## config.mk

```make
export PLATFORM = sky130hd
export DESIGN_NAME = jsq_pulse_gen
export DESIGN_NICKNAME = d
export VERILOG_FILES = /design/src/rtl/jsq_pkg.sv /design/src/rtl/jsq_down_cnt.sv /design/src/rtl/jsq_pulse_gen.sv
export SDC_FILE = /design/constraint.sdc
export NUM_CORES = 1
export LEC_CHECK = 0
export ABC_AREA = 1
export CAP_MARGIN = 20
export CELL_PAD_IN_SITES_DETAIL_PLACEMENT = 0
export CELL_PAD_IN_SITES_GLOBAL_PLACEMENT = 1
export CORE_MARGIN = 2
export CORE_UTILIZATION = 41
export DETAILED_ROUTE_END_ITERATION = 10
export GPL_ROUTABILITY_DRIVEN = 1
export GPL_TIMING_DRIVEN = 0
export HOLD_SLACK_MARGIN = 0.06
export PLACE_DENSITY = 0.81
export SYNTH_ARGS = -nofsm -noshare
export SYNTH_HDL_FRONTEND = slang
export SYNTH_SLANG_ARGS = --single-unit
```

## constraint.sdc

```tcl
create_clock -name clk -period 2.9 [get_ports clk]
set_clock_uncertainty 0.15 [all_clocks]
set_input_delay 0.58 -clock clk [delete_from_list [all_inputs] [get_ports clk]]
set_output_delay 0.58 -clock clk [all_outputs]
set_load 0.005 [all_outputs]
```

## src/rtl/jsq_pkg.sv

```systemverilog
// jsq_pkg: state encoding and length helpers shared by the
// jsq_pulse_gen pulse-train generator.
package jsq_pkg;

   typedef enum logic [1:0] {
      ST_IDLE  = 2'd0,
      ST_DELAY = 2'd1,
      ST_HIGH  = 2'd2,
      ST_LOW   = 2'd3
   } state_e;

   function automatic logic [31:0] clamp1(input logic [31:0] v);
      return (v == 32'd0) ? 32'd1 : v;
   endfunction

endpackage

```

## src/rtl/jsq_down_cnt.sv

```systemverilog
// jsq_down_cnt: loadable down-counter that saturates at zero.
// Load has priority over decrement.
module jsq_down_cnt #(
   parameter int W = 8
) (
   input  logic         clk,
   input  logic         rst_n,
   input  logic         load,
   input  logic [W-1:0] load_val,
   input  logic         dec,
   output logic [W-1:0] value,
   output logic         zero
);

   logic [W-1:0] cnt_q;
   logic [W-1:0] cnt_d;

   always_comb begin
      cnt_d = cnt_q;
      if (load) begin
         cnt_d = load_val;
      end else if (dec && (cnt_q != '0)) begin
         cnt_d = cnt_q - W'(1);
      end
   end

   always_ff @(posedge clk) begin
      if (!rst_n) begin
         cnt_q <= '0;
      end else begin
         cnt_q <= cnt_d;
      end
   end

   assign value = cnt_q;
   assign zero  = (cnt_q == '0);

endmodule

```

## src/rtl/jsq_pulse_gen.sv

```systemverilog
// jsq_pulse_gen: start-strobed delay / high / low pulse train.
// Define JSQ_PULSE_GEN_RETRIG_EN to let en restart a running sequence.
module jsq_pulse_gen
   import jsq_pkg::*;
#(
   parameter int CNT_W = 8,
   parameter int REP_W = 4
) (
   input  logic             clk,
   input  logic             rst_n,
   input  logic             en,
   input  logic [CNT_W-1:0] cfg_delay,
   input  logic [CNT_W-1:0] cfg_high,
   input  logic [CNT_W-1:0] cfg_low,
   input  logic [REP_W-1:0] cfg_rep,
   output logic             dout,
   output logic             busy,
   output logic             done
);

   state_e state_q, state_d;

   logic [CNT_W-1:0] high_q, high_d;
   logic [CNT_W-1:0] low_q, low_d;
   logic             fin_q, fin_d;
   logic             dout_q, dout_d;
   logic             busy_q, busy_d;
   logic             done_q, done_d;

   logic             start;
   logic             ph_load, ph_dec, ph_zero;
   logic [CNT_W-1:0] ph_ld_val, ph_val;
   logic             rp_load, rp_dec, rp_zero;
   logic [REP_W-1:0] rp_ld_val, rp_val;
   logic             unused_cnt;

   function automatic logic [CNT_W-1:0] len_m1(
      input logic [CNT_W-1:0] v
   );
      return CNT_W'(clamp1(32'(v)) - 32'd1);
   endfunction

`ifdef JSQ_PULSE_GEN_RETRIG_EN
   assign start = en;
`else
   assign start = en && (state_q == ST_IDLE);
`endif

   jsq_down_cnt #(.W(CNT_W)) u_phase_cnt (
      .clk      (clk),
      .rst_n    (rst_n),
      .load     (ph_load),
      .load_val (ph_ld_val),
      .dec      (ph_dec),
      .value    (ph_val),
      .zero     (ph_zero)
   );

   jsq_down_cnt #(.W(REP_W)) u_pulse_cnt (
      .clk      (clk),
      .rst_n    (rst_n),
      .load     (rp_load),
      .load_val (rp_ld_val),
      .dec      (rp_dec),
      .value    (rp_val),
      .zero     (rp_zero)
   );

   assign unused_cnt = ^{ph_val, rp_val};

   // Counters hold "cycles left minus one", so zero marks a phase's last cycle.
   always_comb begin
      state_d   = state_q;
      high_d    = high_q;
      low_d     = low_q;
      fin_d     = 1'b0;
      ph_load   = 1'b0;
      ph_dec    = 1'b0;
      ph_ld_val = '0;
      rp_load   = 1'b0;
      rp_dec    = 1'b0;
      rp_ld_val = '0;
      if (start) begin
         high_d    = cfg_high;
         low_d     = cfg_low;
         rp_load   = 1'b1;
         rp_ld_val = REP_W'(clamp1(32'(cfg_rep)) - 32'd1);
         ph_load   = 1'b1;
         if (cfg_delay == '0) begin
            state_d   = ST_HIGH;
            ph_ld_val = len_m1(cfg_high);
         end else begin
            state_d   = ST_DELAY;
            ph_ld_val = cfg_delay - CNT_W'(1);
         end
      end else begin
         unique case (state_q)
            ST_IDLE: state_d = ST_IDLE;
            ST_DELAY: begin
               if (ph_zero) begin
                  state_d   = ST_HIGH;
                  ph_load   = 1'b1;
                  ph_ld_val = len_m1(high_q);
               end else begin
                  ph_dec = 1'b1;
               end
            end
            ST_HIGH: begin
               if (ph_zero && rp_zero) begin
                  state_d = ST_IDLE;
                  fin_d   = 1'b1;
               end else if (ph_zero) begin
                  state_d   = ST_LOW;
                  ph_load   = 1'b1;
                  ph_ld_val = len_m1(low_q);
                  rp_dec    = 1'b1;
               end else begin
                  ph_dec = 1'b1;
               end
            end
            ST_LOW: begin
               if (ph_zero) begin
                  state_d   = ST_HIGH;
                  ph_load   = 1'b1;
                  ph_ld_val = len_m1(high_q);
               end else begin
                  ph_dec = 1'b1;
               end
            end
            default: state_d = ST_IDLE;
         endcase
      end
      dout_d = (state_q == ST_HIGH);
      busy_d = (state_q != ST_IDLE);
      done_d = fin_q;
   end

   always_ff @(posedge clk) begin
      if (!rst_n) begin
         state_q <= ST_IDLE;
         high_q  <= '0;
         low_q   <= '0;
         fin_q   <= 1'b0;
         dout_q  <= 1'b0;
         busy_q  <= 1'b0;
         done_q  <= 1'b0;
      end else begin
         state_q <= state_d;
         high_q  <= high_d;
         low_q   <= low_d;
         fin_q   <= fin_d;
         dout_q  <= dout_d;
         busy_q  <= busy_d;
         done_q  <= done_d;
      end
   end

   assign dout = dout_q;
   assign busy = busy_q;
   assign done = done_q;

endmodule

```

After elaboration in Yosys (flattened, before gate mapping). Index checks and enable logic that the tools add are counted.

Register bits: 34. Bits in latches: 0. Bits in writable memories: 0. Bits in read-only memories: 0. Word-level logic and storage cells: 76. Memories kept: 0.

Add/subtract/negate cells: 7. Multiply operators: 0. Divide/modulo/power cells: 0. $lt $le $gt $ge: 0. Equality and inequality tests: 5. Shifts and indexed selects: 0. Muxes and demuxes: 33. Bitwise operators: 2. Reduce and logical (&&, ||, !) cells: 20.

Operator list (number): $mux 8 (10); $logic_not 8->1 (5); $sub 8x1->8 const B (5); $mux 4 (4); $pmux 8 s2 (1); $mux 1 (10); $mux 2 (5); $logic_not 4->1 (2); $reduce_bool 8->1 (1); $sub 4x1->4 const B (2); $pmux 2 s3 (1); $reduce_bool 2->1 (3); $eq 2x2->1 const B (2); $logic_and 1x1->1 (4); $ne 4x1->1 const B (1); $pmux 1 s2 (2); $reduce_bool 4->1 (1); $ne 3x1->1 const B (1); $reduce_or 3->1 (1); $eq 2x1->1 const B (1); $logic_not 2->1 (1); $not 1->1 (2); $reduce_and 2->1 (1); $reduce_or 2->1 (1).

Depth between registers and ports, before layout.
Depth in word-level cells: 8. Gate-level depth with buffers: 15.

Modules after synthesis. Synthesis repeated with hierarchy kept, for this count alone.

Cell total of the unflattened synthesis: 407. Area, all modules: 2501.1 µm².

By module, submodules not included: jsq_pulse_gen (times used 1, cells an instance 262, area an instance 1626.6 µm², sequential area each 440.4 µm²); jsq_down_cnt (u_phase_cnt) (times used 1, cells an instance 104, area an instance 600.6 µm², sequential area each 160.2 µm²); jsq_down_cnt (u_pulse_cnt) (times used 1, cells an instance 41, area an instance 274.0 µm², sequential area each 80.1 µm²).

Least setup slack after synthesis. No wires, ideal clock.

Kind: input to register. Start point: input port cfg_delay[5]. End point: register u_phase_cnt.cnt_q[6] (netlist: u_phase_cnt.value[6]). Data arrival time: 1859 ps. Required time: 2641 ps. Setup slack: 782 ps. Cell stages on the path: 13. Buffers on the path: 0. Cells stage by stage: nor2_1 -> nand2_1 -> nor2_4 -> nand3_1 -> nand2_2 -> ha_1 -> inv_1 -> nor2_1 -> nand4_1 -> nand3_1 -> nand4_1 -> nand2_1 -> inv_1.

Cells in the longest elaborated chain, start to end: 4.

RTL lines: start, declared (line jsq_pulse_gen.sv:12) `input logic [CNT_W-1:0] cfg_delay,`; $sub 8x1->8 / $logic_not 8->1 (equally long branches) (line jsq_pulse_gen.sv:94, jsq_pulse_gen.sv:89); $mux 8 * (line jsq_pulse_gen.sv:89) `if (cfg_delay == '0) begin`; $mux 8 * (line jsq_pulse_gen.sv:83) `if (start) begin`; $mux 8 * (line jsq_down_cnt.sv:20) `if (load) begin`; end signal, assigned (line jsq_down_cnt.sv:31) `cnt_q <= cnt_d;`; end, declared (line jsq_down_cnt.sv:15) `logic [W-1:0] cnt_q;`.

Mark *: on every way between the ends. The rest lies on a longest branch, timed or not. A chain may end at the register's enable or synchronous reset.

Worst setup path after layout.
Start point: input port cfg_delay[4]. End point: register u_phase_cnt.cnt_q[6] (netlist: u_phase_cnt.value[6]).

The elaborated chain is that of the path after synthesis.

==> run metrics <==
status completed; unrepaired setup endpoints after global routing false; critical path fanouts, max 10; Tcrit/Tclk final 0.907; Placed Area 2720 sq um; H-Tree Level Count 2; Layout area overhead 22.2%; CTS Buffer Depth 2; R2R Path End u_phase_cnt.value[4]; Clk Latency, worst-skew pair 0.29 ns; Static Leak 1.26 nW; number of distinct library cells after synthesis 36; vias in the first global route 2246; total clock sinks 34; Post-Route WL 5860 um; arrival time worst endpoint 2.68 ns; Max Freq 380 MHz; Max-Cap Viols 0; die area 6230 sq um; Worst slew margin 0.631; fin nets 420; gr usage total 0.206; via count 2263; Avg Inst Size Synth 6.71 sq um; Final Setup Violations 0; Int Power 1.41 mW; power share of the sequential group 0.275; First-pass DRT Iterations 4; total congestion overflow 0; drt first-iter violations 148; Reg2Reg Launch Point high_q[3]; clock-pin slew on the worst setup and hold paths 0.07 ns; Worst Hold Class reg -> reg; critical path class in -> reg; R2R depth 10; setup bufs post-CTS 0; IO buf count 33; final hold vios 0; row count 27; die width 78.9 um; Clk pwr share 0.135; hold path cells 2; Hold Startpoint done_d; slowest CP cell clkdlybuf4s50_1; post-route ant nets 0; share of cells above drive strength 1 0.102; Cell Chain, Critical Path clkdlybuf4s50_1, nor2_1, nand2_1, nor2_4, nand3_1, nand2_2, ha_1, inv_1, nor2_1, nand4_1, nand3_1, nand4_1, nand2_1, inv_1; Least-Margin Pin Slew 0.554 ns; Setup crit start kind input port; PwrDens 959 nW/um^2; Post-Syn Nets 380; max-slew violations 0; CP Capture Type register; Mapped Area 2300 sq um; post-route cell area 2810 sq um; gpl congestion 0.846; Post-CTS Resized 0; final routed DRC violation total 0; FF+latch count, synth 34; Root Buffer clkbuf_8; Hold WS 0.268 ns; Antenna diodes 0; sequential element share of the synthesized area 0.296; final critical-path required period 2.63 ns; Switching Share 0.476; combinational power share 0.590; via/cell ratio 4.96; Placement Setup Slack -0.0556 ns; Max VDD drop 0.349 mV; I/O pin count 34; Synth Warn # 0; hold_buf cts 0; Core ar. 5470 sq um; Sw Pwr 1.29 mW; TritonCTS clock tree done; setup slack after layout 0.269 ns; Syn Inst Count 343; Worst R2R Setup Slack 0.88 ns; Starting Density 0.421; Hold EP done; maximum number of pins on one net before global-route repair 11; TritonCTS buffer count 5; first-pass GRT wire length 10200 um; antenna violations before repair 0; post-detail-place hpwl 4680 um; Critical Path RT 2.94 ns; routed len/inst 12.8 um; die height 78.9 um; CP peak stage delay 0.42 ns
[area by class of cell]
cell class                      count  area [sq um]
Buffer                              8          37.5
Clock buffer                        7          86.3
Clock inverter                      1          5.00
Fill cell                         601          2660
Inverter                           55           211
Multi-Input combinational cell    246          1370
Sequential cell                    34           681
Tap cell                           72          90.1
Timing Repair Buffer               33           330
[placed cells by master (no fill, tap or decap), types with 3 or more instances in the layout]
cell / instances
nor2_8: 3
nor2_1: 44
nor3_1: 4
o21ai_1: 4
xor2_1: 9
xnor2_1: 3
nand3_1: 19
ha_1: 6
clkdlybuf4s50_1: 33
clkbuf_1: 4
o22ai_1: 3
o21ai_0: 29
nand4_1: 12
nand2_2: 3
inv_2: 6
buf_2: 3
a21oi_1: 31
a21oi_2: 4
clkbuf_8: 6
inv_1: 47
nand2_1: 55
dfxtp_1: 34
[metal layers]
metal	global-route usage	vias to the layer above	share of wire
li1	-	1206	-
met1	0.273	1002	0.49
met2	0.352	47	0.46
met3	0.0341	8	0.038
met4	0.0483	0	0.012
met5	0	-	0
[stage by stage]
| step | cells | setup TNS [ns] | utilization | power, mW |
|---|---|---|---|---|
| 2_1_floorplan | 343 | 0 | - | 1.99 |
| 3_3_place_gp | 448 | -0.0280 | 0.497 | 2.35 |
| 3_5_place_dp | 448 | -0.0741 | 0.497 | 2.34 |
| 4_1_cts | 456 | 0 | 0.514 | 2.72 |
| 5_1_grt | 456 | 0 | 0.514 | 2.98 |
| 6_report | 456 | 0 | 0.514 | 2.70 |
[logic make-up (layout without fill, tap and decap cells)]
kind of cell,count (synthesis),after routing,synth area share
simple gates,148,148,0.324
fa+ha+maj,6,6,0.0326
flops,34,34,0.296
buf+inv,63,104,0.108
xor+xnor,12,12,0.0457
compound gates,79,79,0.189
mux,1,1,0.00435
[synthesized netlist by cell type]
cell / count / area [sq um]
nand3_1: 19 / 95.1
nand4_1: 12 / 75.1
a21oi_1: 31 / 155
mux2i_1: 1 / 10.0
nand2_8: 2 / 40.0
o31ai_1: 1 / 7.51
nor2_4: 2 / 22.5
buf_2: 3 / 15.0
nor3_1: 4 / 20.0
buf_4: 1 / 7.51
o211ai_1: 1 / 7.51
or2_2: 1 / 6.26
o22ai_1: 3 / 18.8
o21ai_1: 4 / 20.0
inv_2: 6 / 22.5
ha_1: 6 / 75.1
dfxtp_1: 34 / 681
nand2_2: 3 / 18.8
o221ai_1: 1 / 8.76
a22oi_1: 1 / 7.51
a21oi_2: 4 / 35.0
nand3_4: 1 / 17.5
o21ai_2: 1 / 8.76
xnor2_1: 3 / 26.3
inv_1: 47 / 176
nor2_8: 3 / 60.1
nand2_1: 55 / 206
a31oi_1: 2 / 12.5
nand3_2: 2 / 20.0
inv_4: 2 / 12.5
clkbuf_1: 3 / 11.3
xor2_1: 9 / 78.8
a31o_2: 1 / 8.76
o21ai_0: 29 / 145
buf_1: 1 / 3.75
nor2_1: 44 / 165
[flip-flops by register name, summed over array words and instances (netlist names)]
signal and count:
dout 1, high_q 8, u_pulse_cnt.value 4, u_phase_cnt.value 8, busy 1, state_q 2, done 1, done_d 1
low_q 8
[power groups by stage]
| stage | Clock (mW) | Sequential (mW) | Combinational [mW] |
|---|---|---|---|
| after global routing | 0.396 | 0.768 | 1.82 |
| after floorplan | 0 | 0.723 | 1.26 |
| after global placement | 0 | 0.751 | 1.60 |
| after detailed placement | 0 | 0.750 | 1.59 |
| final | 0.365 | 0.741 | 1.59 |
| after CTS | 0.378 | 0.741 | 1.60 |
[worst max-delay path by stage]
| stage | start | to | slack, ns | cells after the start |
|---|---|---|---|---|
| 3_5_place_dp | cfg_delay[4] | u_phase_cnt.value[6] | -0.06 | 14 |
| 6_report | cfg_delay[4] | u_phase_cnt.value[6] | 0.27 | 14 |
| 3_3_place_gp | cfg_delay[5] | u_phase_cnt.value[6] | -0.03 | 14 |
| 2_1_floorplan | cfg_delay[5] | u_phase_cnt.value[6] | 0.78 | 13 |
| 4_1_cts | cfg_delay[4] | u_phase_cnt.value[6] | 0.25 | 14 |
| 5_1_grt | cfg_delay[5] | u_phase_cnt.value[4] | 0.06 | 13 |
[critical path, delay by kind of cell]
family	cells	cell delay, ns
adders and majority gates	1	0.18
and+or+nand+nor	10	1.41
buffers and inverters	3	0.49
No activity file was read; power rests on OpenSTA's default activity.
